`src/rtl/alu_result_stage_if.sv`:
```
// Handshake bundle between the ALU, alu_result_stage and its consumer.
// The stage sits on the slave modport; the ALU/consumer side uses master.
interface alu_result_stage_if #(
    parameter int unsigned WIDTH = 8
) ();
    logic             in_valid;
    logic             in_ready;
    logic [3:0]       opcode;
    logic [WIDTH-1:0] result;
    logic             carryFlag;
    logic             overFlowFlag;
    logic             zeroFlag;
    logic             signFlag;

    logic             out_valid;
    logic             out_ready;
    logic [3:0]       out_opcode;
    logic [WIDTH-1:0] out_result;
    logic [3:0]       out_flags;

    modport slave (
        input  in_valid, opcode, result, carryFlag, overFlowFlag, zeroFlag, signFlag,
        input  out_ready,
        output in_ready, out_valid, out_opcode, out_result, out_flags
    );

    modport master (
        output in_valid, opcode, result, carryFlag, overFlowFlag, zeroFlag, signFlag,
        output out_ready,
        input  in_ready, out_valid, out_opcode, out_result, out_flags
    );
endinterface

```
`src/rtl/alu_result_stage.sv`:
```
// Two-entry registered output stage for the 8-bit ALUs with flag normalisation,
// op counter and optional sticky carry/overflow status (ALU_RESULT_STICKY_EN).
module alu_result_stage #(
    parameter int unsigned WIDTH = 8,
    parameter int unsigned CNT_W = 16
) (
    input  logic              clk,
    input  logic              rst_n,
    alu_result_stage_if.slave bus,
    output logic [CNT_W-1:0]  ops_count,
    input  logic              sticky_clr,
    output logic [1:0]        sticky_flags
);

    typedef enum logic [1:0] {
        EMPTY = 2'd0,
        ONE   = 2'd1,
        FULL  = 2'd2
    } state_e;

    typedef struct packed {
        logic [3:0]       opcode;
        logic [WIDTH-1:0] result;
        logic [3:0]       flags;
    } entry_t;

    state_e           state_q, state_d;
    logic             in_ready_q, in_ready_d;
    logic             wr_ptr_q, rd_ptr_q;
    entry_t           mem_q [2];
    logic [CNT_W-1:0] ops_count_q;

    logic   push, pop;
    logic   arith_op;
    logic   norm_carry, norm_ovf;
    entry_t in_entry;
    entry_t head;

    assign push = bus.in_valid & in_ready_q;
    assign pop  = (state_q != EMPTY) & bus.out_ready;

    // Only ADD/SUB produce meaningful carry/overflow; zero and sign are rebuilt from the result.
    always_comb begin
        arith_op          = (bus.opcode == 4'd4) || (bus.opcode == 4'd6);
        norm_carry        = arith_op & bus.carryFlag;
        norm_ovf          = arith_op & bus.overFlowFlag;
        in_entry          = '0;
        in_entry.opcode   = bus.opcode;
        in_entry.result   = bus.result;
        in_entry.flags    = {bus.result[WIDTH-1], norm_ovf, (bus.result == '0), norm_carry};
    end

    always_ff @(posedge clk or negedge rst_n) begin
        if (!rst_n) begin
            state_q    <= EMPTY;
            in_ready_q <= 1'b0;
        end else begin
            state_q    <= state_d;
            in_ready_q <= in_ready_d;
        end
    end

    always_comb begin
        state_d = state_q;
        case (state_q)
            EMPTY: if (push) state_d = ONE;
            ONE: begin
                if (push && !pop)      state_d = FULL;
                else if (!push && pop) state_d = EMPTY;
            end
            FULL:    if (pop) state_d = ONE;
            default: state_d = EMPTY;
        endcase
        // Registered ready: a pop from FULL frees the slot only on the next cycle.
        in_ready_d = (state_d != FULL);
    end

    always_ff @(posedge clk or negedge rst_n) begin
        if (!rst_n) begin
            for (int unsigned i = 0; i < 2; i++) begin
                mem_q[i] <= '0;
            end
            wr_ptr_q    <= 1'b0;
            rd_ptr_q    <= 1'b0;
            ops_count_q <= '0;
        end else begin
            if (push) begin
                mem_q[wr_ptr_q] <= in_entry;
                wr_ptr_q        <= ~wr_ptr_q;
                ops_count_q     <= ops_count_q + CNT_W'(1);
            end
            if (pop) begin
                rd_ptr_q <= ~rd_ptr_q;
            end
        end
    end

    assign head           = mem_q[rd_ptr_q];
    assign bus.in_ready   = in_ready_q;
    assign bus.out_valid  = (state_q != EMPTY);
    assign bus.out_opcode = head.opcode;
    assign bus.out_result = head.result;
    assign bus.out_flags  = head.flags;
    assign ops_count      = ops_count_q;

`ifdef ALU_RESULT_STICKY_EN
    logic [1:0] sticky_q, sticky_d;

    // Clear first, then OR in the accepted flags so a same-cycle set wins.
    always_comb begin
        sticky_d = sticky_clr ? 2'b00 : sticky_q;
        if (push) begin
            sticky_d = sticky_d | {norm_ovf, norm_carry};
        end
    end

    always_ff @(posedge clk or negedge rst_n) begin
        if (!rst_n) begin
            sticky_q <= '0;
        end else begin
            sticky_q <= sticky_d;
        end
    end

    assign sticky_flags = sticky_q;

    logic unused_inputs;
    assign unused_inputs = ^{bus.zeroFlag, bus.signFlag};
`else
    assign sticky_flags = '0;

    logic unused_inputs;
    assign unused_inputs = ^{bus.zeroFlag, bus.signFlag, sticky_clr};
`endif

endmodule

```
`src/flat_wrapper.sv`:
```
// flat-port wrapper written by rule: the top's interface ports become plain ports
module alu_result_stage_flat 
#(
    parameter int unsigned WIDTH = 8,
    parameter int unsigned CNT_W = 16
)
  (clk, rst_n, ops_count, sticky_clr, sticky_flags, bus_in_valid, bus_opcode, bus_result, bus_carryFlag, bus_overFlowFlag, bus_zeroFlag, bus_signFlag, bus_out_ready, bus_in_ready, bus_out_valid, bus_out_opcode, bus_out_result, bus_out_flags);
  alu_result_stage_if #(.WIDTH(WIDTH)) bus_i ();
  input  logic clk;
  input  logic rst_n;
  output logic [CNT_W-1:0] ops_count;
  input  logic sticky_clr;
  output logic [1:0] sticky_flags;
  input wire logic [$bits(bus_i.in_valid)-1:0] bus_in_valid;
  input wire logic [$bits(bus_i.opcode)-1:0] bus_opcode;
  input wire logic [$bits(bus_i.result)-1:0] bus_result;
  input wire logic [$bits(bus_i.carryFlag)-1:0] bus_carryFlag;
  input wire logic [$bits(bus_i.overFlowFlag)-1:0] bus_overFlowFlag;
  input wire logic [$bits(bus_i.zeroFlag)-1:0] bus_zeroFlag;
  input wire logic [$bits(bus_i.signFlag)-1:0] bus_signFlag;
  input wire logic [$bits(bus_i.out_ready)-1:0] bus_out_ready;
  output wire logic [$bits(bus_i.in_ready)-1:0] bus_in_ready;
  output wire logic [$bits(bus_i.out_valid)-1:0] bus_out_valid;
  output wire logic [$bits(bus_i.out_opcode)-1:0] bus_out_opcode;
  output wire logic [$bits(bus_i.out_result)-1:0] bus_out_result;
  output wire logic [$bits(bus_i.out_flags)-1:0] bus_out_flags;
  assign bus_i.in_valid = bus_in_valid;
  assign bus_i.opcode = bus_opcode;
  assign bus_i.result = bus_result;
  assign bus_i.carryFlag = bus_carryFlag;
  assign bus_i.overFlowFlag = bus_overFlowFlag;
  assign bus_i.zeroFlag = bus_zeroFlag;
  assign bus_i.signFlag = bus_signFlag;
  assign bus_i.out_ready = bus_out_ready;
  assign bus_in_ready = bus_i.in_ready;
  assign bus_out_valid = bus_i.out_valid;
  assign bus_out_opcode = bus_i.out_opcode;
  assign bus_out_result = bus_i.out_result;
  assign bus_out_flags = bus_i.out_flags;
  alu_result_stage #(.WIDTH(WIDTH), .CNT_W(CNT_W)) u_core (.clk(clk), .rst_n(rst_n), .bus(bus_i), .ops_count(ops_count), .sticky_clr(sticky_clr), .sticky_flags(sticky_flags));
endmodule
```
`config.mk`:
```
export PLATFORM = sky130hd
export DESIGN_NAME = alu_result_stage_flat
export DESIGN_NICKNAME = d
export VERILOG_FILES = /design/src/rtl/alu_result_stage_if.sv /design/src/rtl/alu_result_stage.sv /design/src/flat_wrapper.sv
export SDC_FILE = /design/constraint.sdc
export NUM_CORES = 1
export LEC_CHECK = 0
export ABC_AREA = 0
export CORE_MARGIN = 2
export CORE_UTILIZATION = 48
export CTS_CLUSTER_DIAMETER = 50
export CTS_CLUSTER_SIZE = 24
export DETAILED_ROUTE_END_ITERATION = 6
export MAX_ROUTING_LAYER = met4
export PLACE_DENSITY = 0.78
export SKIP_LAST_GASP = 1
export SLEW_MARGIN = 5
export SYNTH_ARGS = -nofsm -noshare
export SYNTH_HDL_FRONTEND = slang
export SYNTH_SLANG_ARGS = --single-unit
```
`constraint.sdc`:
```
create_clock -name clk -period 1.9 [get_ports clk]
set_input_delay 0.285 -clock clk [delete_from_list [all_inputs] [get_ports clk]]
set_output_delay 0.285 -clock clk [all_outputs]
set_load 0.02 [all_outputs]
```
Word level (Yosys, flattened, before mapping). Cells that the tools add are included.

Add/sub/neg operators: 1. Multiply operators: 0. Div/mod/pow operators: 0. Magnitude comparators: 3. Equality and inequality tests: 5. Shift-type cells: 0. Muxes and demuxes: 11. Bitwise logic cells: 8. Reductions and logical operators: 9.

Operators with widths (number): 16-bit 2-to-1 mux (4); 32-bit bitwise mux (1); 16-bit by 1-bit adder with 16-bit output, second input constant (1); 16-bit demux with 1-bit select (1); 4-bit by 3-bit == test with 1-bit output, second input constant (2); 8-bit zero test (1); 2-bit 2-to-1 mux (4); 2-bit case mux with 3 select lines (1); 1-bit AND (4); 2-bit greater-or-equal comparator, second input constant (2); 1-bit NOT with 2-bit output (2); 1-bit logical AND (3); 2-bit by 1-bit == test with 1-bit output, second input constant (1); 2-bit == test, second input constant (1); 1-bit zero test (2); 2-bit zero test (1); 2-bit by 1-bit < comparator with 1-bit output, second input constant (1); 2-bit inequality test, second input constant (1); 1-bit NOT (2); 2-bit nonzero test (1); 1-bit logical OR (1).

Bits in registers: 53. Bits in latches: 0. Bits in writable memories: 0. Bits in read-only memories: 0. Output and inout bits: 36. Memories: 0.

Depth between registers and ports, before layout.
Depth after elaboration: 7. Mapped depth: 7. Depth with buffers taken out: 5.

Worst setup path before layout. OpenSTA, ideal clock, no wires.

Path type: register to output. From: register u_core.rd_ptr_q. To: output bus_out_result[7]. Arrival: 1531 ps. Required time: 1615 ps. Path slack: 84 ps. Cell stages (with the launch flop): 5. Path through: dfrtp_1 > clkbuf_1 > buf_1 > mux2_2 > buf_4.

Cells in the longest elaborated chain, start to end: 4.

RTL lines: start, declared (RTL line alu_result_stage.sv:29) `logic wr_ptr_q, rd_ptr_q;`; start signal, assigned (RTL line alu_result_stage.sv:93) `rd_ptr_q <= ~rd_ptr_q;`; 1-bit NOT with 2-bit output (implied by the code) (RTL line alu_result_stage.sv:98) `assign head = mem_q[rd_ptr_q];`; 16-bit 2-to-1 mux (implied by the code) (3 in series) (RTL line alu_result_stage.sv:98); end, declared (RTL line flat_wrapper.sv:25) `output wire logic [$bits(bus_i.out_result)-1:0] bus_out_result;`.

No other way between the ends. The select of a mux whose other input is x is not followed.

Final worst setup path.
From: register u_core.rd_ptr_q. To: output bus_out_flags[3].

Cells in the longest elaborated chain, start to end: 4.

RTL lines: 1-bit NOT with 2-bit output (implied by the code) (RTL line alu_result_stage.sv:98); 16-bit 2-to-1 mux (implied by the code) (3 in series) (RTL line alu_result_stage.sv:98); end, declared (RTL line flat_wrapper.sv:26) `output wire logic [$bits(bus_i.out_flags)-1:0] bus_out_flags;`.

No other way between the ends. The select of a mux whose other input is x is not followed.

==> qor.yml <==
core_area_sq_mm: 0.00463
min_path_type: "flop to flop"
cts_tree: "yes"
numClockSinks: 51
grt_overflow: 0
p_seq_share_pct: 38.9
die_x_microns: 72.8
p_total_mw: 4.42
grtUsageTotal_pct: 17.6
critPathSlowestCell: "dfrtp_1"
worstSetupStartpointType: "flop"
die_h_microns: 72.8
p_comb_share_pct: 44.3
end_kind: "output port"
drv_cap: 0
placementRows: 25
ys_types: 33
fmax_mhz: 550
synth_top_area_share_pct: 56.2
antenna_cells: 0
worstPathArrival_ns: 1.53
max_stage_delay_ns: 0.41
final_util_pct: 64.8
finalNonFillerCells: 294
grt_pass1_wl_microns: 6840
tightestPinTransition_ns: 0.560
min_period_ns: 1.82
maxSlewViolCount: 0
root_buffer: "clkbuf_8"
yosysTopAreaCell: "dfrtp_1"
via_count: 1498
netSwitchingPower_mw: 1.53
place_congestion: 0.710
post-place-ws_ns: 0.0989
syn_avg_cell_area_sq_um: 12.5
setup_viol: 0
h-tree-depth: 2
drc_errors: 0
firstDrtPassIters: 4
antenna_left: 0
antenna_found_initial: 0
synth-seq-cells: 51
rsz0062_at_grt: "no"
hold_violations: 0
num_io_pins: 57
wl_per_cell_microns: 14.2
crit_chain: "buf_12 -> mux2_2 -> dlygate4sd2_1"
synth-seq-area-share_pct: 56.2
relSlewSlack_pct: 62.6
p_per_area_mw_per_mm2: 1470
synthCells: 182
grt_pass1_vias: 1476
max-vdd-ir-drop_mv: 0.951
tns_ns: 0
syn_area_sq_mm: 0.00227
clock_latency_ns: 0.30
layout-drive-gt1-share_pct: 25.0
crit_type: "flop to output port"
clock_skew_ns: 0.00777
cp_top_family: "buffers and inverters"
dpl.cell_count: 285
cp_max_fo: 13
dieArea_sq_mm: 0.00530
outcome: "completed"
timing.final.ws_setup_ns: 0.0832
first_iter_violations: 73
area_growth_pct: 32.0
p_leak_nw: 1.34
dp_hpwl_microns: 3000
switching_share_pct: 34.5
fin_crit_sh_pct: 95.6
fin_nets: 261
hold_ws_ns: 0.469
grt_max_degree: 52
p_int_mw: 2.90
wirelength_microns: 4170
synth-warning-count: 0
dpl_cell_area_sq_mm: 0.00289
power_frac_clock_pct: 16.8
final_area_sq_mm: 0.00300
crit_buf_inv: 2
synth_area_leaders: "dfrtp_1 (56%), mux2_2 (19%), xnor2_1 (4.2%)"
numCtsBuffers: 5
initial_core_util_pct: 49.1
via_per_inst: 5.10
clk_pin_slew_worst_paths_ns: 0.09
n_fill_cell: 367
port_buffers: 51
critPathRequiredTime_ns: 1.62
cts_buffer_depth: 2
[layer usage]
metal	global-route usage (%)	routed length, microns
met4	4.94	25
met3	5.11	161
met1	21.7	1890
met2	28.2	2090
met5	-	0
[synthesized netlist by cell type, drive strengths merged]
cell	n
nor3b	1
nand3	4
xnor2	11
inv	6
a21oi	1
and3	1
dfrtp	51
and4	1
o21ai	6
nor3	5
buf	8
mux2	39
nand3b	1
and2	1
clkbuf	1
nand2b	2
nand4	2
xor2	6
or4	1
nor2b	1
or2	1
o22ai	1
nor2	3
ha	1
nor4	3
conb	1
nand2	23
[sequential cells by signal, summed over array words and instances, names as in the netlist]
name                 flops
u_core.mem_q            30
u_core.ops_count        16
u_core.state_q           2
u_core.bus.in_ready      1
u_core.rd_ptr_q          1
u_core.wr_ptr_q          1
[worst paths after layout]
check,startpoint,end,slack [ns],cells after the start
min reg2reg,u_core.ops_count[15]$_DFFE_PN0P_,u_core.ops_count[15]$_DFFE_PN0P_,0.47,1
max,u_core.rd_ptr_q$_DFFE_PN0P_,bus_out_flags[3],0.08,3
max reg2reg,u_core.ops_count[6]$_DFFE_PN0P_,u_core.ops_count[15]$_DFFE_PN0P_,0.27,4
max in group asynchronous,rst_n,u_core.mem_q[29]$_DFFE_PN0P_,1.17,3
min,u_core.ops_count[15]$_DFFE_PN0P_,u_core.ops_count[15]$_DFFE_PN0P_,0.47,1
min in group asynchronous,rst_n,u_core.ops_count[13]$_DFFE_PN0P_,0.50,3
[what timing repair did]
item	4_1_cts	5_1_grt
gates resized for setup	16	1
hold buffers	1	0
buffers inserted	0	0
endpoints found under the hold margin	51	0
setup endpoints to repair	16	1
[cell families after synthesis]
family          synth area share [%]
simple gates                    12.2
xor+xnor                        6.55
other cells                    0.165
flops                           56.2
mux                             19.3
compound gates                  1.82
fa+ha+maj                      0.551
buf+inv                         3.19
[cell type report]
class	instances	area [sq um]	area share (%)
clock inverter	3	43.8	1.46
clock buffer	5	68.8	2.29
inverter	6	22.5	0.751
sequential	51	1280	42.6
tap	54	67.6	2.25
multi-input combinational	117	927	30.9
timing repair buffer	58	593	19.8
[cell usage in the layout (no fill, tap or decap), types with 2 or more instances in the layout]
cell type / count
dfrtp_1: 51
mux2_2: 39
clkdlybuf4s50_1: 33
nand2_1: 23
dlygate4sd2_1: 16
xnor2_1: 11
inv_1: 6
xor2_1: 6
o21ai_0: 6
clkbuf_8: 5
nor3_1: 4
buf_12: 4
nand3_1: 3
nor2_1: 3
nand2b_1: 2
nor4_1: 2
conb_1: 2
buf_4: 2
[power groups by stage]
stage / registers [mW] / clock network (mW) / logic [mW]
after CTS: 1.72 / 0.767 / 2.00
final: 1.72 / 0.743 / 1.96
after floorplan: 1.75 / 0 / 1.22
after global placement: 1.72 / 0 / 2.12
after detailed placement: 1.74 / 0 / 2.15
after global routing: 1.77 / 0.812 / 2.10
No activity file was read; power rests on OpenSTA's default activity.
